### config.mk
export PLATFORM = sky130hd
export DESIGN_NAME = fdivr4_engine
export DESIGN_NICKNAME = d
export VERILOG_FILES = /design/src/rtl/fdivr4_engine.sv
export SDC_FILE = /design/constraint.sdc
export NUM_CORES = 1
export LEC_CHECK = 0
export ABC_AREA = 1
export BUFFER_PORTS_ARGS = -buffer_cell sky130_fd_sc_hd__buf_2
export CAP_MARGIN = 10
export CORE_UTILIZATION = 39
export CTS_BUF_LIST = sky130_fd_sc_hd__clkbuf_4 sky130_fd_sc_hd__clkbuf_8
export DETAILED_ROUTE_END_ITERATION = 7
export PLACE_DENSITY = 0.63
export REMOVE_ABC_BUFFERS = 1
export SLEW_MARGIN = 20
export SYNTH_ARGS = -nofsm -noshare
export SYNTH_HDL_FRONTEND = slang
export SYNTH_SLANG_ARGS = --single-unit
### constraint.sdc
create_clock -name clk -period 9.9 [get_ports clk]
set_input_delay 1.485 -clock clk [delete_from_list [all_inputs] [get_ports clk]]
set_output_delay 1.485 -clock clk [all_outputs]
set_load 0.01 [all_outputs]
### src/rtl/fdivr4_engine.sv
// fdivr4_engine: iterative radix-4 SRT divider of 1.x by 1.d with a carry-save residual,
// table-based digit selection and on-the-fly quotient conversion.
module fdivr4_engine #(
    parameter int N         = 24,
    parameter int COPIES    = 1,
    parameter int EARLYTERM = 1
) (
    input  logic                       clk,
    input  logic                       reset,
    input  logic                       start,
    input  logic [N-1:0]               x,
    input  logic [N-1:0]               d,
    output logic                       busy,
    output logic                       done,
    output logic [2*((N+4)/2)-1:0]     quot,
    output logic                       sticky
);
    localparam int K  = (N + 4) / 2;
    localparam int QW = 2 * K;
    localparam int RW = N + 6;
    localparam int CW = $clog2(K + COPIES + 1);
    localparam logic [1:0] IDLE = 2'd0, BUSY = 2'd1, DONE = 2'd2;
    localparam logic signed [6:0] T2 [0:7] = '{7'sd12, 7'sd14, 7'sd16, 7'sd16, 7'sd18, 7'sd20, 7'sd20, 7'sd24};
    localparam logic signed [6:0] T1 [0:7] = '{7'sd4, 7'sd4, 7'sd4, 7'sd4, 7'sd6, 7'sd6, 7'sd8, 7'sd8};
    localparam logic signed [6:0] T0 [0:7] = '{-7'sd4, -7'sd4, -7'sd6, -7'sd6, -7'sd6, -7'sd8, -7'sd8, -7'sd8};
    localparam logic signed [6:0] TM [0:7] = '{-7'sd13, -7'sd14, -7'sd16, -7'sd17, -7'sd18, -7'sd20, -7'sd22, -7'sd22};
    localparam logic [RW+3:0] LIM4 = {4'b0001, {RW{1'b0}}};

    logic [1:0]    state;
    logic [RW-1:0] ws, wc, dv, dv2, ws_n, wc_n, wf;
    logic [N-1:0]  dq;
    logic [2:0]    a;
    logic [QW-1:0] u, um, u_n, um_n;
    logic [CW-1:0] cnt, ncnt, left;
    logic [CW:0]   sh;
    logic          fin;
    logic [RW-1:0] ws_c [0:COPIES];
    logic [RW-1:0] wc_c [0:COPIES];
    logic [QW-1:0] u_c  [0:COPIES];
    logic [QW-1:0] um_c [0:COPIES];

    assign dv  = {4'b0001, dq, 2'b00};
    assign dv2 = {dv[RW-2:0], 1'b0};
    assign a   = dq[N-1:N-3];
    assign ws_c[0] = ws;
    assign wc_c[0] = wc;
    assign u_c[0]  = u;
    assign um_c[0] = um;

    // Steps past digit K in the final cycle pass the state through unchanged.
    for (genvar i = 0; i < COPIES; i++) begin : g_step
        logic [RW-1:0]   s4, c4, w4, add, maj, ns, nc, wn;
        logic [RW+3:0]   a4, an;
        logic signed [6:0] wm;
        logic            p2, p1, m1, m2, vld, ok;
        assign vld = int'(cnt) + i < K;
        assign s4  = {ws_c[i][RW-3:0], 2'b00};
        assign c4  = {wc_c[i][RW-3:0], 2'b00};
        assign w4  = s4 + c4;
        assign wm  = w4[RW-1:RW-7];
        assign p2  = wm >= T2[a];
        assign p1  = wm >= T1[a] && !p2;
        assign m1  = wm < T0[a] && wm >= TM[a];
        assign m2  = wm < TM[a];
        assign add = p2 ? ~dv2 : p1 ? ~dv : m1 ? dv : m2 ? dv2 : '0;
        assign maj = (s4 & c4) | (s4 & add) | (c4 & add);
        assign ns  = s4 ^ c4 ^ add;
        assign nc  = {maj[RW-2:0], p2 | p1};
        assign wn  = ns + nc;
        assign ws_c[i+1] = vld ? ns : ws_c[i];
        assign wc_c[i+1] = vld ? nc : wc_c[i];
        assign u_c[i+1]  = !vld ? u_c[i] : p2 ? {u_c[i][QW-3:0], 2'b10} : p1 ? {u_c[i][QW-3:0], 2'b01} :
                           m1 ? {um_c[i][QW-3:0], 2'b11} : m2 ? {um_c[i][QW-3:0], 2'b10} : {u_c[i][QW-3:0], 2'b00};
        assign um_c[i+1] = !vld ? um_c[i] : p2 ? {u_c[i][QW-3:0], 2'b01} : p1 ? {u_c[i][QW-3:0], 2'b00} :
                           m1 ? {um_c[i][QW-3:0], 2'b10} : m2 ? {um_c[i][QW-3:0], 2'b01} : {um_c[i][QW-3:0], 2'b11};
        assign a4 = w4[RW-1] ? -{{4{w4[RW-1]}}, w4} : {4'b0000, w4};
        assign an = wn[RW-1] ? -{{4{wn[RW-1]}}, wn} : {4'b0000, wn};
        assign ok = a4 + {a4[RW+2:0], 1'b0} <= LIM4 && an + {an[RW+2:0], 1'b0} <= {4'b0000, dv2};
        assert property (@(posedge clk) disable iff (reset) (state == BUSY && vld) |-> ok);
    end

    assign ws_n = ws_c[COPIES];
    assign wc_n = wc_c[COPIES];
    assign u_n  = u_c[COPIES];
    assign um_n = um_c[COPIES];
    assign wf   = ws_n + wc_n;
    assign ncnt = cnt + CW'(COPIES);
    assign fin  = ncnt >= CW'(K) || (EARLYTERM != 0 && wf == '0);
    assign left = ncnt >= CW'(K) ? '0 : CW'(K) - ncnt;
    assign sh   = {left, 1'b0};
    assign busy = state == BUSY;
    assign done = state == DONE;

    always_ff @(posedge clk) begin
        if (reset) begin
            state  <= IDLE;
            ws     <= '0;
            wc     <= '0;
            dq     <= '0;
            u      <= '0;
            um     <= '0;
            cnt    <= '0;
            quot   <= '0;
            sticky <= '0;
        end else if (state == BUSY) begin
            ws  <= ws_n;
            wc  <= wc_n;
            u   <= u_n;
            um  <= um_n;
            cnt <= ncnt;
            if (fin) begin
                state  <= DONE;
                quot   <= wf[RW-1] ? um_n << sh : u_n << sh;
                sticky <= wf[RW-1] ? (wf + dv) != '0 : wf != '0;
            end
        end else if (start) begin
            state <= BUSY;
            ws    <= {2'b00, 4'b0001, x};
            wc    <= '0;
            dq    <= d;
            u     <= '0;
            um    <= '0;
            cnt   <= '0;
        end else begin
            state <= IDLE;
        end
    end
endmodule

== Yosys cells after proc, flatten, opt, wreduce, memory -nomap -nowiden ==
Memory sizes are Yosys's and may differ from the RTL's.
Index checks and enable logic that the tools add are counted.
Cells by class
  shift operators: 2
  magnitude comparators: 8
  mux-type cells: 39
  eq/ne operators: 3
  reduce and logical (&&, ||, !) cells: 10
  bitwise gates (word level): 12
  $add $sub $neg: 5
Operators with widths (count)
  $mux W28: 14
  $mux W30: 8
  $and A29 B29 Y29: 3
  $add A30 B30 Y30: 2
  $reduce_bool A30 Y1: 2
  $xor A30 B30 Y30: 2
  $or A29 B29 Y29: 2
  $mux W7: 8
  $shl A28 B5 Y28: 2
  $add A30 B27 Y30: 1
  $logic_not A30 Y1: 1
  $not A27 Y30: 1
  $not A28 Y30: 1
  $ge A7 B7 Y1: 3
  $lt A7 B7 Y1: 2
  $mux W4: 3
  $ge A4 B4 Y1 const B: 2
  $mux W2: 4
  $add A4 B1 Y4 const B: 1
  $lt A4 B4 Y1 const B: 1
  $not A3 Y4: 1
  $reduce_and A2 Y1: 2
  $sub A4 B4 Y4 const A: 1
  $eq A2 B1 Y1 const B: 1
  other kinds (9): 11
Word-level totals
  register bits: 175
  memory bits (read-only): 224
  memories: 4
Memories
  (no name shown): words 8, bits a word 7, read ports 1, clocked after Yosys merged registers in 0, wr ports 0, RTL line 64  | assign m2 = wm < TM[a];
  (no name shown): words 8, bits a word 7, read ports 1, clocked after Yosys merged registers in 0, wr ports 0, RTL line 63  | assign m1 = wm < T0[a] && wm >= TM[a];
  (no name shown): words 8, bits a word 7, read ports 1, clocked after Yosys merged registers in 0, wr ports 0, RTL line 62  | assign p1 = wm >= T1[a] && !p2;
  (no name shown): words 8, bits a word 7, read ports 1, clocked after Yosys merged registers in 0, wr ports 0, RTL line 61  | assign p2 = wm >= T2[a];

== Depth between registers and ports, before layout ==
Gate-level depths: netlist of run 1.
  depth after elaboration: 18
  gate-level depth with buffers: 57
  mapped depth without buffers: 56

== Least setup slack after synthesis of run 1 ==
Ideal clock, no wire load.
  path kind: register -> register
  start point: reg ws[13]
  end point: reg sticky
  slack: 2704 ps
  data required time: 9768 ps
  path buffers: 1
  stages on the path, launching flop included: 51
  arrival: 7064 ps
  library setup time: 132 ps
  period minus slack after synthesis: 7196 ps
  cells stage by stage: dfxtp_1 > ha_1 > nand2_2 > inv_1 > nand2_1 > nand2_1 > nand2_1 > nand2_1 > a31oi_1 > nor2_1 > nor2_1 > xnor2_1 > ha_1 > a21o_1 > nand3_4 > nand2_4 > inv_1 > nand2_1 > [... 15 more ...] > a21o_1 > a21oi_1 > nand2_1 > nand3_1 > nand2_1 > a21oi_1 > o21bai_1 > nand2_1 > nand2_1 > nand3_1 > nand2_1 > or2_2 > a21oi_1 > nand4_1 > nor2_1 > nand2_1 > nand3_1 > a21oi_1
On the way
  word-level cells in the longest chain between the ends: 14
  elaborated cells between the ends (all ways): 31
  those cells by class: add/sub (3); order compare (5); mux (7); bitwise (8); reduce/logical (8)
Ends and longest elaborated chain
  start, declared: RTL line 30  | logic [RW-1:0] ws, wc, dv, dv2, ws_n, wc_n, wf;
  start signal, assigned: RTL line 106  | ws <= ws_n;
  start signal, assigned: RTL line 118  | ws <= {2'b00, 4'b0001, x};
  $add A30 B30 Y30: RTL line 59  | assign w4 = s4 + c4;
  $lt A7 B7 Y1 (tied with other cells): RTL line 64
  $mux W28 (tied with other cells): RTL line 65  | assign add = p2 ? ~dv2 : p1 ? ~dv : m1 ? dv : m2 ? dv2 : '0;
  $mux W28 / $logic_and A1 B1 Y1 (equally long branches): RTL line 65, 62
  $mux W30 (2 in series): RTL line 65
  $and A29 B29 Y29: RTL line 66  | assign maj = (s4 & c4) | (s4 & add) | (c4 & add);
  $or A29 B29 Y29 (2 in series): RTL line 66
  $mux W30: RTL line 71  | assign wc_c[i+1] = vld ? nc : wc_c[i];
  $add A30 B30 Y30 *: RTL line 86  | assign wf = ws_n + wc_n;
  $add A30 B27 Y30 / $logic_not A30 Y1 (equally long branches): RTL line 114, 88
  $reduce_bool A30 Y1 / $logic_or A1 B1 Y1 (equally long branches): RTL line 114, 88
  $mux W1 / $reduce_and A2 Y1 (equally long branches)
  end signal, assigned: RTL line 104  | sticky <= '0;
  end signal, assigned: RTL line 114  | sticky <= wf[RW-1] ? (wf + dv) != '0 : wf != '0;
  end, declared: RTL line 16  | output logic sticky
Mark *: on every way between the ends. The rest lies on a longest branch, timed or not.
A chain may end at the register's enable or synchronous reset.

== Worst setup path after layout of run 1 ==
  start point: reg ws[9]
  end point: reg sticky
Same word-level chain as after synthesis.

==> out/qor.txt, run 1 <==
ys flop type - dfxtp_1
CTS tree - done
Critical Path Max Stage Delay - 0.52 ns
footprint of the multi-input gates - 10800 um2
Layout Cells excl Fill - 3039
Starting Density - 0.399
RR Startpoint - ws[9]$_SDFFE_PP0P_
CP max FO - 19
# DRC - 0
Post-synth EDFFs - 0
pin count of the biggest net entering global routing - 103
most frequent cell after synthesis - nand2_1
initial antenna violation count - 2
MaxCap Viol Count - 0
DIE AREA - 40700 um2
area grow syn2layout - 6.92%
Nets - 2681
DR vias/cell - 5.51
Yosys warnings - 0
f_max - 0.110 GHz
cell mode on critical path - nand2_1
main area contributors after synthesis - dfxtp_1, nand2_1, ha_1, nand3_1, a21oi_1
Relative slew margins - 0.275
Rows - 72
hold path cells - 2
final WL - 51.4 mm
Die Y - 202 um
HP Start - quot[13]$_SDFFE_PP0P_
R2R depth - 48
vias in the first global route - 15700
Top Ports - 82
dpl cells - 3005
CTS root buf - clkbuf_8
CP Data Arrival Time - 9.46 ns
total congestion overflow - 0
Placer Congestion - 0.982
clk slew on worst S/H paths - 0.12 ns
Tot GR Track Use - 0.253
slowest stage cell, crit path - fa_1
Startpoint Class - register
register area - 3500 um2
DRT Pass-1 Iters - 6
Critical path origin - ws[9]$_SDFFE_PP0P_
Final Cycle Share - 0.916
final instance area - 16600 um2
synthesized flop and latch total - 175
Post-CTS Setup Repair Bufs - 0
Crit Path Class - reg -> reg
Clock Skews - 0.0185 ns
Synth top area share - 0.225
DRT antenna net count - 0
synth cell count leaders - nand2_1, nor2_1, nand3_1
global-route wire length before repair - 82.7 mm
largest area contributor in the netlist - dfxtp_1
min Tclk post-route - 9.07 ns
pin slew with the least headroom to its limit - 1.09 ns
IO buf count - 81
Final Hold Fails - 0
H-tree levels - 4
Setup TNS - 0 ns
endpoints failing setup - 0
Slew Viols, Final - 0
layout cells sized above 1 - 0.0838
DP Area - 16200 um2
outcome - finished, final reports clean
cell area after synthesis - 15600 um2
DP HPWL - 37.3 mm
per-cell routed wire length - 16.9 um
RSZ-0062 raised after global routing - false
post-synthesis sequential area ratio - 0.225
CP endpoint kind - register
maximum clock insertion buffer count - 2
Skew-Pair Late Insertion Delay - 0.55 ns
Std-Cell Core Area - 39000 um2
number of CTS-inserted buffers - 17
clk sink count - 175
cts hold-fix bufs - 0
Hold Crit Class - reg -> reg
synth unique cells - 57
1st-iter DRT viols - 1570
# fillers - 4228
Synth Instances - 2508
fraction of registers with async set/reset - 0
Die W - 202 um
DR vias - 16700
worst path required time - 10.30 ns
syn avg cell area - 6.21 um2
[sequential cells by signal, summed over array words and instances, names as in the netlist]
signal	flops
dq	24
ws	30
wc	30
state	2
um	28
quot	28
cnt	4
sticky	1
u	28
[worst paths after layout]
path | endpoint | slack [ns]
worst min register to register | quot[13]$_SDFFE_PP0P_ | 0.46
worst max register to register | sticky$_SDFFE_PP0P_ | 0.83
worst min-delay path | quot[13]$_SDFFE_PP0P_ | 0.46
worst max-delay path | sticky$_SDFFE_PP0P_ | 0.83
[worst max-delay path, delay by kind of cell, from the launching register on]
family,cells,cell delay [ns]
adder cells (fa/ha/maj),4,1.62
buffers and inverters,5,0.86
flip-flops,1,0.38
XOR/XNOR,1,0.23
AND/OR/NAND/NOR,30,4.16
AO/OA/AOI/OAI,8,1.67
[routing by layer]
metal	global-route usage	share of wire	vias to the layer above
li1	-	-	8303
met1	0.344	0.46	7791
met2	0.400	0.44	570
met3	0.0456	0.073	75
met4	0.0901	0.026	0
met5	0	0	-
[repair_timing]
| action | in CTS | in global routing |
|---|---|---|
| setup endpoints to repair | 0 | 1 |
| hold endpoints to repair | 0 | 0 |
| gates resized for setup | 0 | 3 |
[cell families (layout without fill, tap and decap cells)]
family / Yosys count / count (layout) / synth area share
AND/OR/NAND/NOR: 1398 / 1398 / 0.381
AO/OA/AOI/OAI: 445 / 445 / 0.170
buffers and inverters: 322 / 333 / 0.0845
flip-flops: 175 / 175 / 0.225
adder cells (fa/ha/maj): 124 / 124 / 0.114
XOR/XNOR: 43 / 43 / 0.0251
multiplexers: 1 / 1 / 0.000643
other: 0 / 2 / 0
[placed cells by master (no fill, tap or decap), types with 4 or more instances in the layout]
master	instances
a21o_1	7
a21oi_1	181
a21oi_2	5
a221oi_1	46
a22oi_1	4
a31oi_1	40
buf_2	80
buf_4	17
clkbuf_8	17
clkinv_8	5
dfxtp_1	175
fa_1	29
ha_1	95
inv_1	193
inv_2	5
inv_8	4
nand2_1	826
nand2_2	12
nand2_4	9
nand3_1	232
nand3_2	11
nand4_1	14
nor2_1	238
nor2_2	7
nor3_1	16
o211ai_1	15
o21ai_0	95
o21ai_1	8
o21bai_1	12
o221ai_1	6
o22ai_1	10
or2_2	17
xnor2_1	15
xor2_1	27
[layout make-up]
class | instances | area share
multi-input combinational | 2011 | 0.647
sequential | 175 | 0.210
inverter | 204 | 0.0467
tap | 518 | 0.0389
timing repair buffer | 97 | 0.0317
clock buffer | 17 | 0.0141
clock inverter | 15 | 0.0105
antenna | 2 | 0.000301
[through the flow]
stage | utilization | hold slack, ns | setup WS [ns]
after CTS | 0.426 | 0.463 | 0.815
after global routing | 0.427 | 0.483 | 0.0513
final | 0.427 | 0.462 | 0.833
after detailed placement | 0.416 | 0.443 | 0.872
after floorplan | - | 0.435 | 1.75
after global placement | 0.416 | 0.444 | 0.950
Power of run 1 is not shown: default switching activity piles up to over one toggle a cycle in this logic, so the estimate is an artifact.
==> run 2, diff against run 1 <==
CORE_MARGIN = 2   (was unset)
clock period = 9.4 ns   (was 9.9 ns; I/O delays follow)
==> run 2 against run 1 <==
Compared with the run above:
- final area rose by 0.68%
- sequential share of layout area fell by 0.14 points
- global-route usage fell by 0.58 points
- first-iteration DRC count rose by 5.7%
- register-to-register slack got worse by 0.14 ns
- non-clock buffer count rose by 13
- critical path depth fell by 4
- final cell count rose by 0.63%
- critical path type unchanged
- largest cell class unchanged
==> out/qor.txt, run 2 (synthesis results as in run 1) <==
Worst Path Buf+Inv - 6
CTS root buf - clkbuf_8
layout cells sized above 1 - 0.0892
Worst path top cell family by delay - simple AND/OR/NAND/NOR gates
vias in the first global route - 15600
clk slew on worst S/H paths - 0.11 ns
Tot GR Track Use - 0.247
number of CTS-inserted buffers - 17
CP Data Arrival Time - 9.18 ns
register area - 3500 um2
DP HPWL - 37.6 mm
pin count of the biggest net entering global routing - 84
CP endpoint kind - register
endpoints failing setup - 0
Final Cycle Share - 0.926
Relative slew margins - 0.303
Startpoint Class - register
Rows - 73
final core utilization - 0.424
footprint of the multi-input gates - 10800 um2
Setup TNS - 0 ns
global-route wire length before repair - 82.3 mm
Critical Path Max Stage Delay - 0.44 ns
Std-Cell Core Area - 39500 um2
DIE AREA - 41500 um2
most frequent cells in the layout - nand2_1, nor2_1, nand3_1
Final Hold Fails - 0
Slew Viols, Final - 0
DR vias - 16800
f_max - 0.115 GHz
worst path required time - 9.87 ns
Nets - 2695
area grow syn2layout - 7.65%
1st-iter DRT viols - 1660
IO buf count - 81
outcome - finished, final reports clean
Placer Congestion - 1.00
DRT antenna net count - 0
H-tree levels - 4
per-cell routed wire length - 16.8 um
Hold Crit Class - reg -> reg
Crit Path Class - reg -> reg
cell mode on critical path - nand2_1
Die Y - 204 um
final WL - 51.4 mm
maximum clock insertion buffer count - 2
pin slew with the least headroom to its limit - 1.04 ns
biggest regs - wc (30), ws (30)
slowest stage cell, crit path - nand2_4
clk sink count - 175
DRT Pass-1 Iters - 6
Clock Skews - 0.0258 ns
Top Ports - 82
MaxCap Viol Count - 0
CTS tree - done
CP max FO - 32
initial antenna violation count - 0
cts hold-fix bufs - 0
total congestion overflow - 0
min Tclk post-route - 8.71 ns
# fillers - 4227
# DRC - 0
n_diodes - 0
Skew-Pair Late Insertion Delay - 0.53 ns
Starting Density - 0.394
Die W - 204 um
DR vias/cell - 5.48
most common cell after layout, fill and taps aside - nand2_1
## run 2: layout make-up
class | instances | area share
Multi-Input combinational cell | 2011 | 0.643
Clock buffer | 18 | 0.0144
Clock inverter | 14 | 0.0102
Inverter | 204 | 0.0464
Tap cell | 525 | 0.0392
Sequential cell | 175 | 0.209
Timing Repair Buffer | 110 | 0.0373
Timing Repair inverter | 1 | 0.000299
## run 2: layer usage
layer / vias up / share of wire / GRT usage / wire length, um
met1: 7757 / 0.47 / 0.346 / 24000
met3: 78 / 0.067 / 0.0374 / 3460
met5: - / 0 / 0 / 0
li1: 8343 / - / - / -
met4: 0 / 0.025 / 0.0761 / 1270
met2: 583 / 0.44 / 0.390 / 22700
## run 2: final timing paths
check                           slack [ns]                     to                  start  depth (start not counted)
worst min register to register        0.46  quot[14]$_SDFFE_PP0P_  quot[14]$_SDFFE_PP0P_                          2
worst max-delay path                  0.69  quot[27]$_SDFFE_PP0P_     ws[9]$_SDFFE_PP0P_                         44
worst min-delay path                  0.46  quot[14]$_SDFFE_PP0P_  quot[14]$_SDFFE_PP0P_                          2
worst max register to register        0.69  quot[27]$_SDFFE_PP0P_     ws[9]$_SDFFE_PP0P_                         44
## run 2: tightest hold or removal path: stages, from the launching register on
cell	delay (ns)
dfxtp_1	0.32
nand2_1	0.06
nand2_1	0.04
## run 2: metrics by stage
step | cells | instance area, um2 | hold WS [ns] | worst slack, ns
after floorplan | 2390 | 15000 | 0.435 | 1.25
after global placement | 3017 | 16300 | 0.438 | 0.492
after detailed placement | 3017 | 16300 | 0.439 | 0.290
after CTS | 3049 | 16700 | 0.460 | 0.244
after global routing | 3058 | 16800 | 0.472 | -0.00904
final | 3058 | 16800 | 0.457 | 0.691
## run 2: what timing repair did
action	in CTS	in global routing
buffers inserted	0	8
gates resized for setup	0	7
endpoints found under the setup margin	0	6
Power of run 2 is left out for the same reason.
